**config.mk**
```make
export PLATFORM = sky130hd
export DESIGN_NAME = calc_seq
export DESIGN_NICKNAME = d
export VERILOG_FILES = /design/src/rtl/calc_seq.sv
export SDC_FILE = /design/constraint.sdc
export NUM_CORES = 1
export LEC_CHECK = 0
export ABC_CLOCK_PERIOD_IN_PS = 2700
export CAP_MARGIN = 20
export CORE_MARGIN = 5
export CORE_UTILIZATION = 52
export DETAILED_ROUTE_END_ITERATION = 12
export PLACE_DENSITY = 0.78
export SYNTH_ARGS = -nofsm -noshare
export SYNTH_HDL_FRONTEND = slang
export SYNTH_SLANG_ARGS = --single-unit
```
**constraint.sdc**
```tcl
create_clock -name clk -period 2.7 [get_ports clk]
set_input_delay 0.405 -clock clk [delete_from_list [all_inputs] [get_ports clk]]
set_output_delay 0.405 -clock clk [all_outputs]
set_load 0.1 [all_outputs]
```
**src/rtl/calc_seq.sv**
```systemverilog
`default_nettype none
// ============================================================================
//  Module      : calc_seq
//  Description : Keypad calculator sequencer. Collects two signed decimal
//                operands and an operator from a key stream, hands them to
//                an external arithmetic unit and holds the returned result.
//                Guards against divide-by-zero and a non-responding unit.
//  Revision    : 1.0 - initial release
// ============================================================================
module calc_seq #(
  parameter int MAX_DIGITS = 3,
  parameter int WAIT_MAX   = 255
) (
  input  logic        clk,
  input  logic        rst,          // asynchronous, active-low
  input  logic        key_valid,
  input  logic [3:0]  key_code,
  output logic [10:0] op_a,
  output logic [10:0] op_b,
  output logic [1:0]  op_sel,
  output logic        op_start,
  input  logic        op_done,
  input  logic [10:0] op_result,
  output logic [10:0] result,
  output logic        result_valid,
  output logic        busy,
  output logic        err
);

  localparam int c_cnt_w  = $clog2(MAX_DIGITS + 1);
  localparam int c_wait_w = $clog2(WAIT_MAX + 1);

  localparam logic [c_cnt_w-1:0]  c_max_digits = c_cnt_w'(MAX_DIGITS);
  localparam logic [c_cnt_w-1:0]  c_cnt_one    = c_cnt_w'(1);
  localparam logic [c_wait_w-1:0] c_wait_last  = c_wait_w'(WAIT_MAX - 1);
  localparam logic [c_wait_w-1:0] c_wait_one   = c_wait_w'(1);

  localparam logic [3:0] c_key_plus  = 4'd10;
  localparam logic [3:0] c_key_minus = 4'd11;
  localparam logic [3:0] c_key_div   = 4'd13;
  localparam logic [3:0] c_key_enter = 4'd14;
  localparam logic [3:0] c_key_clear = 4'd15;

  localparam logic [1:0] c_sel_div = 2'd3;

  typedef enum logic [2:0] {
    S_SIGN1 = 3'd0,
    S_OPA   = 3'd1,
    S_OPER  = 3'd2,
    S_SIGN2 = 3'd3,
    S_OPB   = 3'd4,
    S_EXEC  = 3'd5,
    S_WAIT  = 3'd6,
    S_SHOW  = 3'd7
  } state_t;

  state_t              r_state,        w_state_nxt;
  logic                r_neg_a,        w_neg_a_nxt;
  logic                r_neg_b,        w_neg_b_nxt;
  logic [10:0]         r_acc_a,        w_acc_a_nxt;
  logic [10:0]         r_acc_b,        w_acc_b_nxt;
  logic [c_cnt_w-1:0]  r_cnt_a,        w_cnt_a_nxt;
  logic [c_cnt_w-1:0]  r_cnt_b,        w_cnt_b_nxt;
  logic [1:0]          r_oper,         w_oper_nxt;
  logic [10:0]         r_op_a,         w_op_a_nxt;
  logic [10:0]         r_op_b,         w_op_b_nxt;
  logic [1:0]          r_op_sel,       w_op_sel_nxt;
  logic [10:0]         r_result,       w_result_nxt;
  logic                r_result_valid, w_result_valid_nxt;
  logic                r_err,          w_err_nxt;
  logic [c_wait_w-1:0] r_wait_cnt,     w_wait_cnt_nxt;

  logic        w_is_digit;
  logic        w_is_sign;
  logic        w_is_oper;
  logic [10:0] w_digit;
  logic        w_div_zero;
  logic        w_begin_a;
  logic        w_begin_b;
  logic        w_load_ops;

  assign w_is_digit = (key_code <= 4'd9);
  assign w_is_sign  = (key_code == c_key_plus) || (key_code == c_key_minus);
  assign w_is_oper  = (key_code >= c_key_plus) && (key_code <= c_key_div);
  assign w_digit    = {7'd0, key_code};
  // Operand B is only committed once EXEC is entered, so the check uses it directly.
  assign w_div_zero = (r_oper == c_sel_div) && (r_acc_b == 11'd0);

  // State register.
  always_ff @(posedge clk or negedge rst) begin
    if (!rst) r_state <= S_SIGN1;
    else      r_state <= w_state_nxt;
  end

  // Next-state and datapath-update logic; clear key overrides everything.
  always_comb begin
    w_state_nxt        = r_state;
    w_neg_a_nxt        = r_neg_a;
    w_neg_b_nxt        = r_neg_b;
    w_acc_a_nxt        = r_acc_a;
    w_acc_b_nxt        = r_acc_b;
    w_cnt_a_nxt        = r_cnt_a;
    w_cnt_b_nxt        = r_cnt_b;
    w_oper_nxt         = r_oper;
    w_op_a_nxt         = r_op_a;
    w_op_b_nxt         = r_op_b;
    w_op_sel_nxt       = r_op_sel;
    w_result_nxt       = r_result;
    w_result_valid_nxt = r_result_valid;
    w_err_nxt          = r_err;
    w_wait_cnt_nxt     = r_wait_cnt;
    w_begin_a          = 1'b0;
    w_begin_b          = 1'b0;
    w_load_ops         = 1'b0;

    case (r_state)
      S_SIGN1, S_SHOW: begin
        if (key_valid && (w_is_digit || w_is_sign)) w_begin_a = 1'b1;
      end
      S_OPA: begin
        if (key_valid) begin
          if (w_is_digit) begin
            if (r_cnt_a < c_max_digits) begin
              w_acc_a_nxt = r_acc_a * 11'd10 + w_digit;
              w_cnt_a_nxt = r_cnt_a + c_cnt_one;
            end
          end else if (key_code == c_key_enter) begin
            w_state_nxt = S_OPER;
          end else if (w_is_oper) begin
            w_oper_nxt  = 2'(key_code - c_key_plus);
            w_state_nxt = S_SIGN2;
          end
        end
      end
      S_OPER: begin
        if (key_valid && w_is_oper) begin
          w_oper_nxt  = 2'(key_code - c_key_plus);
          w_state_nxt = S_SIGN2;
        end
      end
      S_SIGN2: begin
        if (key_valid) begin
          if (w_is_digit || w_is_sign) begin
            w_begin_b = 1'b1;
          end else if (key_code == c_key_enter) begin
            w_acc_b_nxt = 11'd0;
            w_neg_b_nxt = 1'b0;
            w_load_ops  = 1'b1;
            w_state_nxt = S_EXEC;
          end
        end
      end
      S_OPB: begin
        if (key_valid) begin
          if (w_is_digit) begin
            if (r_cnt_b < c_max_digits) begin
              w_acc_b_nxt = r_acc_b * 11'd10 + w_digit;
              w_cnt_b_nxt = r_cnt_b + c_cnt_one;
            end
          end else if (key_code == c_key_enter) begin
            w_load_ops  = 1'b1;
            w_state_nxt = S_EXEC;
          end
        end
      end
      S_EXEC: begin
        if (w_div_zero) begin
          w_err_nxt          = 1'b1;
          w_result_valid_nxt = 1'b0;
          w_state_nxt        = S_SHOW;
        end else begin
          w_wait_cnt_nxt = '0;
          w_state_nxt    = S_WAIT;
        end
      end
      S_WAIT: begin
        if (op_done) begin
          w_result_nxt       = op_result;
          w_result_valid_nxt = 1'b1;
          w_state_nxt        = S_SHOW;
        end else if (r_wait_cnt == c_wait_last) begin
          w_err_nxt          = 1'b1;
          w_result_valid_nxt = 1'b0;
          w_state_nxt        = S_SHOW;
        end else begin
          w_wait_cnt_nxt = r_wait_cnt + c_wait_one;
        end
      end
      default: w_state_nxt = S_SIGN1;
    endcase

    // A fresh entry wipes everything left over from the previous calculation.
    if (w_begin_a) begin
      w_neg_a_nxt        = (key_code == c_key_minus);
      w_acc_a_nxt        = w_is_digit ? w_digit : 11'd0;
      w_cnt_a_nxt        = w_is_digit ? c_cnt_one : '0;
      w_neg_b_nxt        = 1'b0;
      w_acc_b_nxt        = 11'd0;
      w_cnt_b_nxt        = '0;
      w_oper_nxt         = 2'd0;
      w_err_nxt          = 1'b0;
      w_result_valid_nxt = 1'b0;
      w_state_nxt        = S_OPA;
    end

    if (w_begin_b) begin
      w_neg_b_nxt = (key_code == c_key_minus);
      w_acc_b_nxt = w_is_digit ? w_digit : 11'd0;
      w_cnt_b_nxt = w_is_digit ? c_cnt_one : '0;
      w_state_nxt = S_OPB;
    end

    // Operands are frozen on the way into EXEC and held through WAIT.
    if (w_load_ops) begin
      w_op_a_nxt   = r_neg_a ? (~r_acc_a + 11'd1) : r_acc_a;
      w_op_b_nxt   = w_neg_b_nxt ? (~w_acc_b_nxt + 11'd1) : w_acc_b_nxt;
      w_op_sel_nxt = r_oper;
    end

    if (key_valid && (key_code == c_key_clear)) begin
      w_state_nxt        = S_SIGN1;
      w_neg_a_nxt        = 1'b0;
      w_neg_b_nxt        = 1'b0;
      w_acc_a_nxt        = 11'd0;
      w_acc_b_nxt        = 11'd0;
      w_cnt_a_nxt        = '0;
      w_cnt_b_nxt        = '0;
      w_oper_nxt         = 2'd0;
      w_op_a_nxt         = 11'd0;
      w_op_b_nxt         = 11'd0;
      w_op_sel_nxt       = 2'd0;
      w_result_nxt       = 11'd0;
      w_result_valid_nxt = 1'b0;
      w_err_nxt          = 1'b0;
      w_wait_cnt_nxt     = '0;
    end
  end

  // Datapath registers.
  always_ff @(posedge clk or negedge rst) begin
    if (!rst) begin
      r_neg_a        <= 1'b0;
      r_neg_b        <= 1'b0;
      r_acc_a        <= 11'd0;
      r_acc_b        <= 11'd0;
      r_cnt_a        <= '0;
      r_cnt_b        <= '0;
      r_oper         <= 2'd0;
      r_op_a         <= 11'd0;
      r_op_b         <= 11'd0;
      r_op_sel       <= 2'd0;
      r_result       <= 11'd0;
      r_result_valid <= 1'b0;
      r_err          <= 1'b0;
      r_wait_cnt     <= '0;
    end else begin
      r_neg_a        <= w_neg_a_nxt;
      r_neg_b        <= w_neg_b_nxt;
      r_acc_a        <= w_acc_a_nxt;
      r_acc_b        <= w_acc_b_nxt;
      r_cnt_a        <= w_cnt_a_nxt;
      r_cnt_b        <= w_cnt_b_nxt;
      r_oper         <= w_oper_nxt;
      r_op_a         <= w_op_a_nxt;
      r_op_b         <= w_op_b_nxt;
      r_op_sel       <= w_op_sel_nxt;
      r_result       <= w_result_nxt;
      r_result_valid <= w_result_valid_nxt;
      r_err          <= w_err_nxt;
      r_wait_cnt     <= w_wait_cnt_nxt;
    end
  end

  assign op_a         = r_op_a;
  assign op_b         = r_op_b;
  assign op_sel       = r_op_sel;
  assign op_start     = (r_state == S_EXEC) && !w_div_zero;
  assign result       = r_result;
  assign result_valid = r_result_valid;
  assign busy         = (r_state == S_EXEC) || (r_state == S_WAIT);
  assign err          = r_err;

endmodule
`default_nettype wire
```
# After elaboration in Yosys (flattened, before gate mapping)
# Cells that the tools add are included.
# Widths: inputs -> output; s select.
dict set report op_classes {
  n_shift 0
  reduce_logical 37
  magnitude_cmp 5
  div 0
  n_addsub 8
  n_eq_ne 34
  bitwise_logic 2
  mul 2
  muxes 104
}
# cell n
set op_table {}
lappend op_table {{$mux 11} 24}
lappend op_table {{$mux 3} 15}
lappend op_table {{$mux 2} 22}
lappend op_table {{$ne 5x5->1 const B} 8}
lappend op_table {{$mux 8} 4}
lappend op_table {{$ne 4x4->1 const B} 8}
lappend op_table {{$mux 1} 31}
lappend op_table {{$reduce_bool 4->1} 6}
lappend op_table {{$add 11x1->11 const B} 2}
lappend op_table {{$add 11x4->11} 2}
lappend op_table {{$mul 11x3->10 const B} 2}
lappend op_table {{$not 11->11} 2}
lappend op_table {{$pmux 11 s2} 1}
lappend op_table {{$pmux 3 s6} 1}
lappend op_table {{$eq 4x4->1 const B} 4}
lappend op_table {{$pmux 8 s2} 1}
lappend op_table {{$reduce_and 4->1} 4}
lappend op_table {{$reduce_bool 3->1} 5}
lappend op_table {{$eq 3x3->1 const B} 4}
lappend op_table {{$ne 6x6->1 const B} 2}
lappend op_table {{$logic_not 11->1} 1}
lappend op_table {{$reduce_and 10->1} 1}
lappend op_table {{$ne 3x3->1 const B} 3}
lappend op_table {{$reduce_bool 9->1} 1}
lappend op_table {{22 further kinds} 38}
dict set report totals {
  elab_cells 207
  register_bits 78
  latch_bits 0
  ram_bits 0
  output_inout_bits 39
  rom_bits 0
  inputBits 19
  n_memories 0
}

# Depth between registers and ports, before layout
# Gate-level depths: netlist of the first run.
dict set report logic_depth {
  ltp_word 13
  depth_mapped 13
  ltp_nobuf 13
}

# Worst setup path after synthesis of the first run
# No wires, ideal clock.
dict set report synth_path {
  kind {register to register}
  from {register r_acc_b[1]}
  to {register r_op_b[10] (netlist: op_b[10])}
  stages_incl_launch_ff 13
  required_ns 2.568
  path_slack_ns -0.247
  synth_period_minus_slack_ns 2.947
  setup_ns 0.132
  path_buffers 0
  arrival_time_ns 2.816
  cell_sequence {dfrtp_1 -> ha_1 -> ha_1 -> inv_1 -> fa_1 -> nor4b_1 -> and4bb_1 -> nand3_1 -> xnor2_1 -> nor2_1 -> a41oi_1 -> xor2_1 -> o21ai_1}
}
dict set report synth_between {
  elab_chain_len 13
  word_cells_on_any_way 16
  classes_between {add/sub (2); mul (1); mux (12); bitwise (1)}
}
# element line_no
set synth_rtl {}
lappend synth_rtl {{start, declared} 61} ;# logic [10:0] r_acc_b, w_acc_b_nxt;
lappend synth_rtl {{start signal, assigned} 260} ;# r_acc_b <= w_acc_b_nxt;
lappend synth_rtl {{$mul 11x3->10} 157} ;# w_acc_b_nxt = r_acc_b * 11'd10 + w_digit;
lappend synth_rtl {{$add 11x4->11} 157}
lappend synth_rtl {{$mux 11} 156} ;# if (r_cnt_b < c_max_digits) begin
lappend synth_rtl {{$mux 11} 155} ;# if (w_is_digit) begin
lappend synth_rtl {{$mux 11} 154} ;# if (key_valid) begin
lappend synth_rtl {{$pmux 11 s2 *} 116} ;# case (r_state)
lappend synth_rtl {{$mux 11 *} 193} ;# if (w_begin_a) begin
lappend synth_rtl {{$mux 11 *} 206} ;# if (w_begin_b) begin
lappend synth_rtl {{$not 11->11} 216} ;# w_op_b_nxt = w_neg_b_nxt ? (~w_acc_b_nxt + 11'd1) : w_acc_b_nxt;
lappend synth_rtl {{$add 11x1->11} 216}
lappend synth_rtl {{$mux 11 *} 216}
lappend synth_rtl {{$mux 11 *} 214} ;# if (w_load_ops) begin
lappend synth_rtl {{$mux 11 *} 220} ;# if (key_valid && (key_code == c_key_clear)) begin
lappend synth_rtl {{end signal, assigned} 265} ;# r_op_b <= w_op_b_nxt;
lappend synth_rtl {{end, declared} 66} ;# logic [10:0] r_op_b, w_op_b_nxt;
# Mark *: on every way between the ends. The rest lies on a longest branch, timed or not. The select of a mux whose other input is x is not followed.
# A chain may end at the register's enable or synchronous reset.

# Worst setup path after layout of the first run
dict set report layout_path {
  from {register r_acc_b[3]}
  to {register r_op_b[10] (netlist: op_b[10])}
}
# The elaborated chain is that of the path after synthesis.

==> PnR_summary.wiki, run 1 <==
{| class="wikitable"
! Metric !! Value
|-
| Outcome || finished, violations left
|-
| Violated checks || negative setup slack
|-
| Worst setup EP type || flip-flop
|-
| Via-to-Cell Ratio || ~5.7
|-
| Max_slew headroom || 36.9%
|-
| Total negative slack for setup checks || -0.982 ns
|-
| Cell total after placement || just over 800
|-
| Buffer depth of the longest clock path || 2
|-
| RePlAce Congestion || between 0.9 and 1
|-
| GRT Util Overall || about 23%
|-
| Top cell by count, worst path || sky130_fd_sc_hd__xor2_1
|-
| Antenna Cells || 0
|-
| Dominant cell by count in the synthesized netlist || sky130_fd_sc_hd__dfrtp_1
|-
| I/O pin count || 58
|-
| Clock root buffer || sky130_fd_sc_hd__clkbuf_8
|-
| Worst min path class || in2async
|-
| Primary flip-flop cell chosen by synthesis mapping || sky130_fd_sc_hd__dfrtp_1
|-
| CTS HTree Levels || 3
|-
| Overall die area || between 0.01 and 0.015 mm^2
|-
| Area share of the largest cell type after synthesis || between 30% and 40%
|-
| Post-Place Setup Slack || -0.500 ns
|-
| Crit path required time || approximately 2.9 ns
|-
| Later-pin clock latency in the skew report || approximately 0.36 ns
|-
| Synth Warn # || 0
|-
| Power density cells || about 1100 mW/mm^2
|-
| Ratio of cells with drive above 1 in the final layout || between 20 and 30%
|-
| Final setup vio count || 9
|-
| Clock transition time at the flip-flop clock pins of the worst setup and hold paths || 0.08 ns
|-
| Maximum Capacitance Violations || 0
|-
| Post-synthesis area per instance || slightly above 9 um^2
|-
| Seq/Total Area, Yosys || a little under two fifths
|-
| Arrival time at the worst endpoint || ~3.2 ns
|-
| Fillers || ~740
|-
| Worst-path fanout max || 4
|-
| Commonest cells in the synthesized netlist || sky130_fd_sc_hd__dfrtp_1, sky130_fd_sc_hd__nor2_1, sky130_fd_sc_hd__o21ai_0
|-
| Nature of the critical path startpoint || flip-flop
|-
| Share of the clock period used by the worst path || 109%
|-
| Top area cells in the synthesized netlist || sky130_fd_sc_hd__dfrtp_1, sky130_fd_sc_hd__ha_1, sky130_fd_sc_hd__o21ai_0
|-
| Number of flops mapped to enable cells by yosys || 0
|-
| Die outline width || about 110 um
|-
| Wirelength per Cell || 16.0 um
|-
| Pin count of the biggest net entering global routing || 79
|-
| Timing-limited maximum frequency || between 300 and 400 MHz
|-
| Async set-reset flop share out of synthesis || 100%
|-
| Syn nets || around 620
|-
| Synthesized area || between 0.005 and 0.006 mm^2
|-
| Layout overhead on the synthesized area || 31.8%
|-
| Detailed-router iteration count before antenna repair || 5
|-
| Number of CTS-inserted buffers || 9
|-
| Non-Filler Instances || 843
|-
| Actual slew at the worst max-slew pin || about 0.95 ns
|-
| CP max-delay cell || sky130_fd_sc_hd__fa_2
|-
| Detail Placement HPWL || between 9 and 10 mm
|-
| Max IR drop VDD || slightly above 1 mV
|-
| Leak Pwr || between 0.003 and 0.004 uW
|-
| Min Clock Period, post-route || just under 3 ns
|-
| Count of unresolved DRC violations after routing || 0
|-
| Reg2reg path depth || 11
|-
| Flop and latch count out of synthesis || 78
|-
| Standard-cell rows || 36
|-
| Clock tree from TritonCTS || built
|-
| Final Net Count || ~770
|-
| Detailed-route via count || between 4k and 5k
|-
| Leftover overflow at the end of global routing || 0
|-
| Floorplan die height || between 100 and 150 um
|-
| Synthesized instance count || 563
|-
| Number of hold-slack violations in the final timing report || 0
|-
| Clock Sinks || 78
|-
| Tightest hold margin || about 0.18 ns
|-
| Post-synth top area cell || sky130_fd_sc_hd__dfrtp_1
|-
| Wire length of the first global-routing pass || between 20 and 25 mm
|-
| Crit path setup slack, layout || -0.252 ns
|-
| Clock tree skew after final layout || between 0.01 and 0.015 ns
|-
| Critical path type || reg2reg
|-
| Total wire length after detailed routing || ~13 mm
|-
| Max-slew violation count || 0
|-
| Post-route antenna net violation count || 0
|-
| Count of distinct cell types in the synthesized netlist || 62
|-
| Unrepaired setup endpoints after global routing || true
|-
| Series of cell instances along the critical path || ha_1 > ha_2 > inv_2 > fa_2 > nor4b_4 > xor2_1 > a22oi_1 > and3_4 > a41oi_2 > xor2_1 > o21ai_1
|-
| Hold bufs inserted after CTS || 0
|-
| Via count of the first global-routing pass || ~4.8k
|-
| Placeable core region || 0.00973 mm^2
|-
| Delay contributed by the slowest stage of the critical path || 0.46 ns
|-
| Starting Density || between 50% and 60%
|-
| PortBufs || 57
|-
| Antenna violations before repair || 0
|-
| DRC violation total after the first TritonRoute iteration || about 270
|}
-- state kept, by name, summed over array words and instances, names as in the netlist --
| register | flops |
|---|---|
| r_cnt_a | 2 |
| result | 11 |
| r_acc_b | 11 |
| r_cnt_b | 2 |
| r_oper | 2 |
| r_neg_a | 1 |
| r_acc_a | 11 |
| result_valid | 1 |
| r_state | 3 |
| op_b | 11 |
| op_a | 11 |
| op_sel | 2 |
| err | 1 |
| r_neg_b | 1 |
| r_wait_cnt | 8 |
-- worst max-delay path: cells and delay by family, from the launching register on --
family / cells / cell delay [ns]
adders and majority gates: 3 / 0.94
AOI/OAI and AO/OA: 3 / 0.56
and+or+nand+nor: 2 / 0.53
DFF: 1 / 0.43
xor gates and xnor gates: 2 / 0.30
buffers and inverters: 1 / 0.05
-- through the flow --
step | utilization, % | power [uW] | cell area (um^2)
final | 70.1 | 7510 | 6820
after global routing | 70.1 | 8000 | 6820
after CTS | 69.5 | 7420 | 6760
after detailed placement | 66.5 | 6450 | 6470
after global placement | 66.5 | 6290 | 6470
after floorplan | - | 5070 | 5220
-- cell type report --
type / count / area, um^2 / share of cell area (%)
Sequential cell: 78 / 1950 / 28.6
Multi-Input combinational cell: 437 / 3190 / 46.8
Timing Repair Buffer: 158 / 1240 / 18.2
Tap cell: 133 / 166 / 2.44
Clock buffer: 11 / 131 / 1.93
Inverter: 21 / 78.8 / 1.16
Clock inverter: 5 / 58.8 / 0.862
-- per-layer routing --
metal,wire length (um),vias up,GRT usage (%)
met2,6580,170,39.6
li1,-,2315,-
met4,238,0,6.32
met3,780,29,4.40
met1,5850,2290,29.6
met5,0,-,0
-- final timing paths --
path                                 end  slack (ns)     startpoint
max                             op_b[10]       -0.25     r_acc_b[3]
min                            result[6]        0.18            rst
max reg2reg                     op_b[10]       -0.25     r_acc_b[3]
min reg2reg                r_wait_cnt[7]        0.48  r_wait_cnt[7]
max in group asynchronous     r_acc_b[5]        1.90            rst
min in group clk           r_wait_cnt[7]        0.48  r_wait_cnt[7]
-- report_power, final --
group	switching (uW)	internal, uW
Sequential	301	1490
Clock	444	430
Combinational	2980	1870
-- cell usage in the layout (no fill, tap or decap), types with 3 or more instances in the layout --
| cell | instances |
|---|---|
| sky130_fd_sc_hd__buf_4 | 139 |
| sky130_fd_sc_hd__dfrtp_1 | 78 |
| sky130_fd_sc_hd__nor2_1 | 47 |
| sky130_fd_sc_hd__o21ai_0 | 43 |
| sky130_fd_sc_hd__nand2_1 | 41 |
| sky130_fd_sc_hd__ha_1 | 37 |
| sky130_fd_sc_hd__nand3_1 | 34 |
| sky130_fd_sc_hd__xor2_1 | 25 |
| sky130_fd_sc_hd__a21oi_1 | 21 |
| sky130_fd_sc_hd__inv_1 | 20 |
| sky130_fd_sc_hd__xnor2_1 | 20 |
| sky130_fd_sc_hd__clkdlybuf4s50_1 | 17 |
| sky130_fd_sc_hd__a22o_1 | 16 |
| sky130_fd_sc_hd__o31ai_1 | 15 |
| sky130_fd_sc_hd__clkbuf_8 | 9 |
| sky130_fd_sc_hd__nor3_1 | 8 |
| sky130_fd_sc_hd__o21ai_1 | 8 |
| sky130_fd_sc_hd__and3_1 | 7 |
| sky130_fd_sc_hd__and2_1 | 7 |
| sky130_fd_sc_hd__nor2b_1 | 6 |
| sky130_fd_sc_hd__nand2b_1 | 4 |
| sky130_fd_sc_hd__or3_1 | 4 |
| sky130_fd_sc_hd__o22ai_1 | 4 |
| sky130_fd_sc_hd__a21oi_2 | 4 |
| sky130_fd_sc_hd__a31oi_1 | 4 |
| sky130_fd_sc_hd__o21ai_2 | 3 |
| sky130_fd_sc_hd__nor4b_4 | 3 |
| sky130_fd_sc_hd__nand3b_1 | 3 |
| sky130_fd_sc_hd__o211ai_1 | 3 |
| sky130_fd_sc_hd__xnor2_2 | 3 |
| sky130_fd_sc_hd__a22oi_2 | 3 |
| sky130_fd_sc_hd__a22oi_1 | 3 |
| sky130_fd_sc_hd__nor3b_1 | 3 |
| sky130_fd_sc_hd__and3_4 | 3 |
| sky130_fd_sc_hd__nor4_1 | 3 |
| sky130_fd_sc_hd__a21o_1 | 3 |
| sky130_fd_sc_hd__fa_1 | 3 |
-- cells by family after synthesis --
| family | after synthesis | share of synthesized area, % |
|---|---|---|
| AND/OR/NAND/NOR | 191 | 19.5 |
| flip-flops | 78 | 37.7 |
| XOR/XNOR | 49 | 8.29 |
| adder cells (fa/ha/maj) | 43 | 10.9 |
| multiplexers | 3 | 0.604 |
| buffers and inverters | 48 | 3.91 |
| AO/OA/AOI/OAI | 151 | 19.1 |
-- timing repair --
item | in CTS | in global routing
pin swaps | 11 | 4
gates resized for setup | 17 | 10
endpoints found under the setup margin | 8 | 12
buffers inserted | 4 | 2
(Power assumes the default switching activity.)
==> inputs of run 2 (changes only) <==
--- a/config.mk
+++ b/config.mk
@@ -8,9 +8,8 @@
 export ABC_CLOCK_PERIOD_IN_PS = 2700
 export CAP_MARGIN = 20
 export CORE_MARGIN = 5
-export CORE_UTILIZATION = 52
+export CORE_UTILIZATION = 30
 export DETAILED_ROUTE_END_ITERATION = 12
-export PLACE_DENSITY = 0.78
 export SYNTH_ARGS = -nofsm -noshare
 export SYNTH_HDL_FRONTEND = slang
 export SYNTH_SLANG_ARGS = --single-unit
==> run 2 against run 1 <==
- the run still ends with negative setup slack left
- die area rose by 66%
- first-iteration DRC count rose by 25%
- final cell count rose by 11%
- power rose by 4.0%
- combinational power fell by 1%
- clock skew fell by 0.00059 ns
- utilization fell by 28 points
- design area rose by 4.5%
- setup slack improved by 0.062 ns
- global-route usage fell by 9.4 points
- flip-flop and latch count did not move
- wire length fell by 0.78%
- critical path type unchanged
==> PnR_summary.wiki, run 2 (synthesis results as in run 1) <==
{| class="wikitable"
! Metric !! Value
|-
| GRT Util Overall || 13.7%
|-
| Post-route cell area || slightly above 0.007 mm^2
|-
| Crit path setup slack, layout || -0.190 ns
|-
| Clock tree from TritonCTS || built
|-
| Worst setup EP type || flip-flop
|-
| Pin count of the biggest net entering global routing || 79
|-
| Tightest hold margin || around 0.47 ns
|-
| Fillers || between 1.5k and 2k
|-
| Unrepaired setup endpoints after global routing || true
|-
| I/O pin count || between 50 and 60
|-
| Antenna violations before repair || 0
|-
| Setup slack of the most critical reg-to-reg path || -0.19 ns
|-
| Wirelength per Cell || around 14 um
|-
| Buffer depth of the longest clock path || 2
|-
| Total wire length after detailed routing || between 10 and 15 mm
|-
| Most common cell after layout, fill and taps aside || sky130_fd_sc_hd__buf_4
|-
| Detail Placement HPWL || between 10 and 15 mm
|-
| Final Net Count || 771
|-
| Final setup vio count || 7
|-
| Clock root buffer || sky130_fd_sc_hd__clkbuf_16
|-
| PortBufs || between 50 and 60
|-
| CP max-delay cell || sky130_fd_sc_hd__fa_2
|-
| Worst-path fanout max || 3
|-
| Actual slew at the worst max-slew pin || slightly below 1 ns
|-
| Maximum Capacitance Violations || 0
|-
| Antenna Cells || 0
|-
| Count of unresolved DRC violations after routing || 0
|-
| Starting Density || between 30% and 40%
|-
| Max IR drop VDD || approximately 0.88 mV
|-
| Leftover overflow at the end of global routing || 0
|-
| Layout overhead on the synthesized area || 37.7%
|-
| Standard-cell rows || between 40 and 50
|-
| Commonest cells after routing, fill and taps aside || sky130_fd_sc_hd__buf_4, sky130_fd_sc_hd__dfrtp_1, sky130_fd_sc_hd__nor2_1
|-
| Top cell by count, worst path || sky130_fd_sc_hd__xor2_1
|-
| Violated checks || negative setup slack
|-
| Detailed-route via count || ~4.7k
|-
| Worst min path class || in2async
|-
| Share of the clock period used by the worst path || 107%
|-
| Floorplan die height || 141 um
|-
| Number of CTS-inserted buffers || 9
|-
| Placed inst area || roughly 0.0066 mm^2
|-
| Later-pin clock latency in the skew report || 0.34 ns
|-
| Leak Pwr || 0.00334 uW
|-
| CTS HTree Levels || 3
|-
| Detailed-router iteration count before antenna repair || 4
|-
| Clock Sinks || approximately 80
|-
| Overall die area || 0.0200 mm^2
|-
| FF-to-FF Start || r_acc_b[3]
|-
| Delay contributed by the slowest stage of the critical path || roughly 0.46 ns
|-
| Min Clock Period, post-route || approximately 2.9 ns
|-
| Max-slew violation count || 0
|-
| Placeable core region || 0.0171 mm^2
|-
| Ratio of cells with drive above 1 in the final layout || between 20 and 30%
|-
| Crit path required time || roughly 3.0 ns
|-
| Series of cell instances along the critical path || ha_1 > ha_2 > inv_2 > fa_2 > buf_6 > xor2_1 > a22o_1 > nor4b_4 > buf_4 > a41oi_2 > xor2_1 > o21ai_1
|-
| Clock tree skew after final layout || 0.0103 ns
|-
| Via-to-Cell Ratio || 4.96
|-
| Number of hold-slack violations in the final timing report || 0
|-
| Max_slew headroom || 35.0%
|-
| Capturing point of the worst reg2reg path || op_b[10]
|-
| Power density cells || 1100 mW/mm^2
|-
| Outcome || finished, violations left
|-
| Reg2reg path depth || 12
|-
| Nature of the critical path startpoint || flip-flop
|-
| RePlAce Congestion || approximately 0.86
|-
| Post-route antenna net violation count || 0
|-
| Die outline width || 141 um
|-
| Via count of the first global-routing pass || 4804
|-
| DRC violation total after the first TritonRoute iteration || ~330
|-
| Wire length of the first global-routing pass || ~23 mm
|-
| Clock transition time at the flip-flop clock pins of the worst setup and hold paths || around 0.070 ns
|-
| Critical path type || reg2reg
|-
| Timing-limited maximum frequency || about 350 MHz
|-
| Arrival time at the worst endpoint || 3.16 ns
|}
==> run 2: cell count changes in the layout (fill, tap and decap cells not counted), sizes merged <==
cell         before  now
buf             141  145
clkbuf           11   10
clkinv            1    2
clkinvlp          2    1
dlygate4sd3       0    1
==> run 2: final cells by class <==
cell class                 instances  area (um^2)  share of cell area [%]
clock buffer                      10          229                    3.21
inverter                          21         78.8                    1.11
timing repair buffer             163         1320                    18.5
tap                              225          282                    3.95
clock inverter                     5         60.1                   0.842
sequential                        78         1950                    27.4
multi-input combinational        437         3210                    45.0
==> run 2: metrics by stage <==
step	power [uW]	setup slack, ns	instances	TNS, ns	utilization [%]
global placement	6370	-0.330	917	-2.96	38.7
finish	7810	-0.190	939	-0.867	41.7
global route	8350	-0.316	939	-1.80	41.7
floorplan	5070	-0.101	563	-0.222	-
CTS	7780	-0.196	932	-0.867	40.9
detailed placement	6480	-0.369	917	-3.64	38.7
==> run 2: layer usage <==
layer	routed length (um)	share of wire, %	up-vias	track usage, %
met5	0	0	-	0
met4	118	0.88	0	2.63
met3	777	5.8	13	3.64
met2	6280	47	104	22.6
met1	6170	46	2220	18.2
li1	-	-	2321	-
==> run 2: critical path, delay by kind of cell, from the launching register on <==
family | cells | cell delay, ns
fa+ha+maj | 3 | 0.95
buf+inv | 3 | 0.38
flops | 1 | 0.44
xor+xnor | 2 | 0.33
compound gates | 3 | 0.47
simple gates | 1 | 0.24
==> run 2: what timing repair did <==
item / CTS / global route
endpoints found under the setup margin: 11 / 17
gates resized for setup: 19 / 15
setup buffers: 0 / 5
hold endpoints to repair: 0 / 14
cloned: 0 / 0
pin swaps: 10 / 3
hold buffers: 0 / 1
==> run 2: how the worst max path moves through the flow <==
stage,start,endpoint,slack (ns),cells past startpoint
after floorplan,r_state[1],busy,-0.10,4
after global placement,key_code[1],op_b[9],-0.33,13
after detailed placement,key_code[1],op_b[10],-0.37,13
after CTS,r_acc_b[3],op_b[10],-0.20,12
after global routing,r_acc_b[3],op_b[10],-0.32,12
final,r_acc_b[3],op_b[10],-0.19,12
==> run 2: power by group <==
part           switching (uW)  internal (uW)
clock network             488            714
logic                    2920           1880
registers                 316           1490
==> inputs of run 3 (changes only) <==
==> constraint.sdc (replaced) <==
create_clock -name clk -period 2.7 [get_ports clk]
set_input_delay 0.27 -clock clk [delete_from_list [all_inputs] [get_ports clk]]
set_output_delay 0.27 -clock clk [all_outputs]
set_load 0.1 [all_outputs]
==> run 3 against run 2 <==
- the flow still finishes with violations (negative setup slack)
- design area down 0.23%
- wire length up 3.3%
- register-to-register slack better by 0.02 ns
- die area unchanged
- fmax up 0.74%
==> PnR_summary.wiki, run 3 (synthesis results as in run 1) <==
{| class="wikitable"
! Metric !! Value
|-
| Outcome || finished, violations left
|-
| Violated checks || negative setup slack
|-
| Series of cell instances along the critical path || ha_4 > ha_4 > inv_2 > fa_2 > nor4b_4 > buf_4 > xor2_2 > a22oi_2 > and3_4 > a41oi_2 > xor2_1 > o21ai_1
|-
| Overall die area || about 0.02 mm^2
|-
| Critical path type || reg2reg
|-
| Detailed-route via count || about 4.7k
|-
| FF-to-FF Start || r_acc_b[3]
|-
| Max IR drop VDD || approximately 0.62 mV
|-
| Worst-path fanout max || 4
|-
| Antenna violations before repair || 0
|-
| GRT Util Overall || about 14%
|-
| Floorplan die height || between 100 and 150 um
|-
| Commonest cells after routing, fill and taps aside || sky130_fd_sc_hd__buf_4, sky130_fd_sc_hd__dfrtp_1, sky130_fd_sc_hd__nor2_1
|-
| Share of total power in the clock network || 15.4%
|-
| Crit path setup slack, layout || -0.169 ns
|-
| Number of hold-slack violations in the final timing report || 0
|-
| CP max-delay cell || sky130_fd_sc_hd__fa_2
|-
| Actual slew at the worst max-slew pin || between 0.9 and 1 ns
|-
| Power density cells || about 1100 mW/mm^2
|-
| Arrival time at the worst endpoint || about 3.1 ns
|-
| Final Net Count || around 760
|-
| Clock tree skew after final layout || 0.00634 ns
|-
| Clock root buffer || sky130_fd_sc_hd__clkbuf_16
|-
| Via count of the first global-routing pass || around 4.7k
|-
| Leftover overflow at the end of global routing || 0
|-
| Worst min path class || in2async
|-
| Top cell by count, worst path || sky130_fd_sc_hd__ha_4
|-
| Unrepaired setup endpoints after global routing || true
|-
| Worst setup EP type || flip-flop
|-
| Total buffers and inverters traversed by the critical path || 2
|-
| Total wire length after detailed routing || roughly 14 mm
|-
| Max_slew headroom || 36.9%
|-
| Buffer depth of the longest clock path || 2
|-
| Timing-limited maximum frequency || between 300 and 400 MHz
|-
| Layout overhead on the synthesized area || 37.4%
|-
| Wire length of the first global-routing pass || between 20 and 25 mm
|-
| Crit path required time || about 2.9 ns
|-
| Switching Share || between 40 and 50%
|-
| Placeable core region || between 0.015 and 0.02 mm^2
|-
| Starting Density || a little under a third
|-
| Clock tree from TritonCTS || built
|-
| Final setup vio count || 6
|-
| Maximum Capacitance Violations || 0
|-
| Capturing point of the worst reg2reg path || op_b[10]
|-
| Post-route antenna net violation count || 0
|-
| PortBufs || 57
|-
| Wirelength per Cell || 14.8 um
|-
| Die outline width || 141 um
|-
| Clock Sinks || 78
|-
| Ratio of cells with drive above 1 in the final layout || between 20% and 30%
|-
| Delay contributed by the slowest stage of the critical path || approximately 0.48 ns
|-
| Later-pin clock latency in the skew report || 0.34 ns
|-
| Setup slack of the most critical reg-to-reg path || -0.17 ns
|-
| I/O pin count || 58
|-
| Worst setup path startpoint || r_acc_b[3]
|-
| Non-Filler Instances || 930
|-
| Count of unresolved DRC violations after routing || 0
|-
| Pin count of the biggest net entering global routing || a little under 80
|-
| Relative contribution of sequential cells to total power || between 20 and 25%
|-
| Antenna Cells || 0
|-
| Nature of the critical path startpoint || flip-flop
|-
| Via-to-Cell Ratio || 5.04
|-
| Detailed-router iteration count before antenna repair || 4
|-
| Cell total after placement || ~900
|-
| Net switching power of the design || 3770 uW
|-
| Reg2reg path depth || 12
|-
| Share of the clock period used by the worst path || 106%
|-
| Min Clock Period, post-route || about 2.9 ns
|-
| Top Family by Delay on Critical Path || adder cells
|-
| Cell Int Power || 4100 uW
|-
| Detail Placement HPWL || roughly 10 mm
|-
| RePlAce Congestion || between 0.8 and 0.9
|-
| Leak Pwr || approximately 0.0032 uW
|-
| Combinational cell fraction of total power || 61.6%
|-
| Number of CTS-inserted buffers || 9
|-
| Tightest hold margin || roughly 0.32 ns
|-
| Max-slew violation count || 0
|-
| Utilization after layout || approximately two fifths
|-
| Clock transition time at the flip-flop clock pins of the worst setup and hold paths || ~0.060 ns
|-
| Standard-cell rows || 48
|-
| CTS HTree Levels || 3
|-
| Most common cell after layout, fill and taps aside || sky130_fd_sc_hd__buf_4
|-
| DRC violation total after the first TritonRoute iteration || about 300
|}
## run 3: changes by cell type in the layout (fill, tap and decap cells not counted), moves of 3 or more
cell	before	now
sky130_fd_sc_hd__nor2_2	2	5
sky130_fd_sc_hd__nor2_1	46	43
sky130_fd_sc_hd__buf_4	141	133
sky130_fd_sc_hd__ha_4	0	6
sky130_fd_sc_hd__ha_1	37	31
## run 3: area by class of cell
class / instances / area [um^2]
multi-input cells: 437 / 3290
clock buffers: 11 / 233
inverters: 21 / 78.8
well taps: 225 / 282
flip-flops and latches: 78 / 1960
fillers: 1648 / 10000
repair buffers: 153 / 1220
clock inverters: 5 / 58.8
## run 3: power groups by stage
stage / combinational, uW / clock (uW) / sequential [uW]
floorplan: 2270 / 0 / 2810
global placement: 4550 / 0 / 1800
detailed placement: 4630 / 0 / 1810
CTS: 4680 / 1240 / 1800
global route: 5280 / 1290 / 1870
finish: 4860 / 1210 / 1810
## run 3: per-layer routing
metal	share of wire (%)	track usage [%]	wire length [um]
met5	0	0	0
met4	1.6	3.23	218
met3	5.0	3.54	689
met2	47	23.2	6460
met1	47	18.4	6420
## run 3: how the worst max path moves through the flow
stage / cells past startpoint / slack [ns] / endpoint
finish: 12 / -0.17 / op_b[10]
global route: 13 / -0.32 / op_b[10]
CTS: 12 / -0.18 / op_b[10]
detailed placement: 13 / -0.27 / op_b[9]
global placement: 13 / -0.21 / op_b[9]
floorplan: 12 / -0.07 / op_b[10]
## run 3: metrics by stage
stage / worst slack [ns] / power, uW / setup TNS, ns / area, um^2
after floorplan: -0.0710 / 5080 / -0.160 / 5250
after global placement: -0.213 / 6350 / -0.896 / 6520
after detailed placement: -0.270 / 6440 / -1.45 / 6520
after CTS: -0.176 / 7720 / -0.440 / 6860
after global routing: -0.316 / 8440 / -1.32 / 7120
final: -0.169 / 7880 / -0.456 / 7120
## run 3: timing repair
item	4_1_cts	5_1_grt
setup buffers	2	8
setup endpoints to repair	6	11
gates resized for setup	10	32
pin swaps	7	31
endpoints found under the hold margin	0	13
hold buffers	0	1
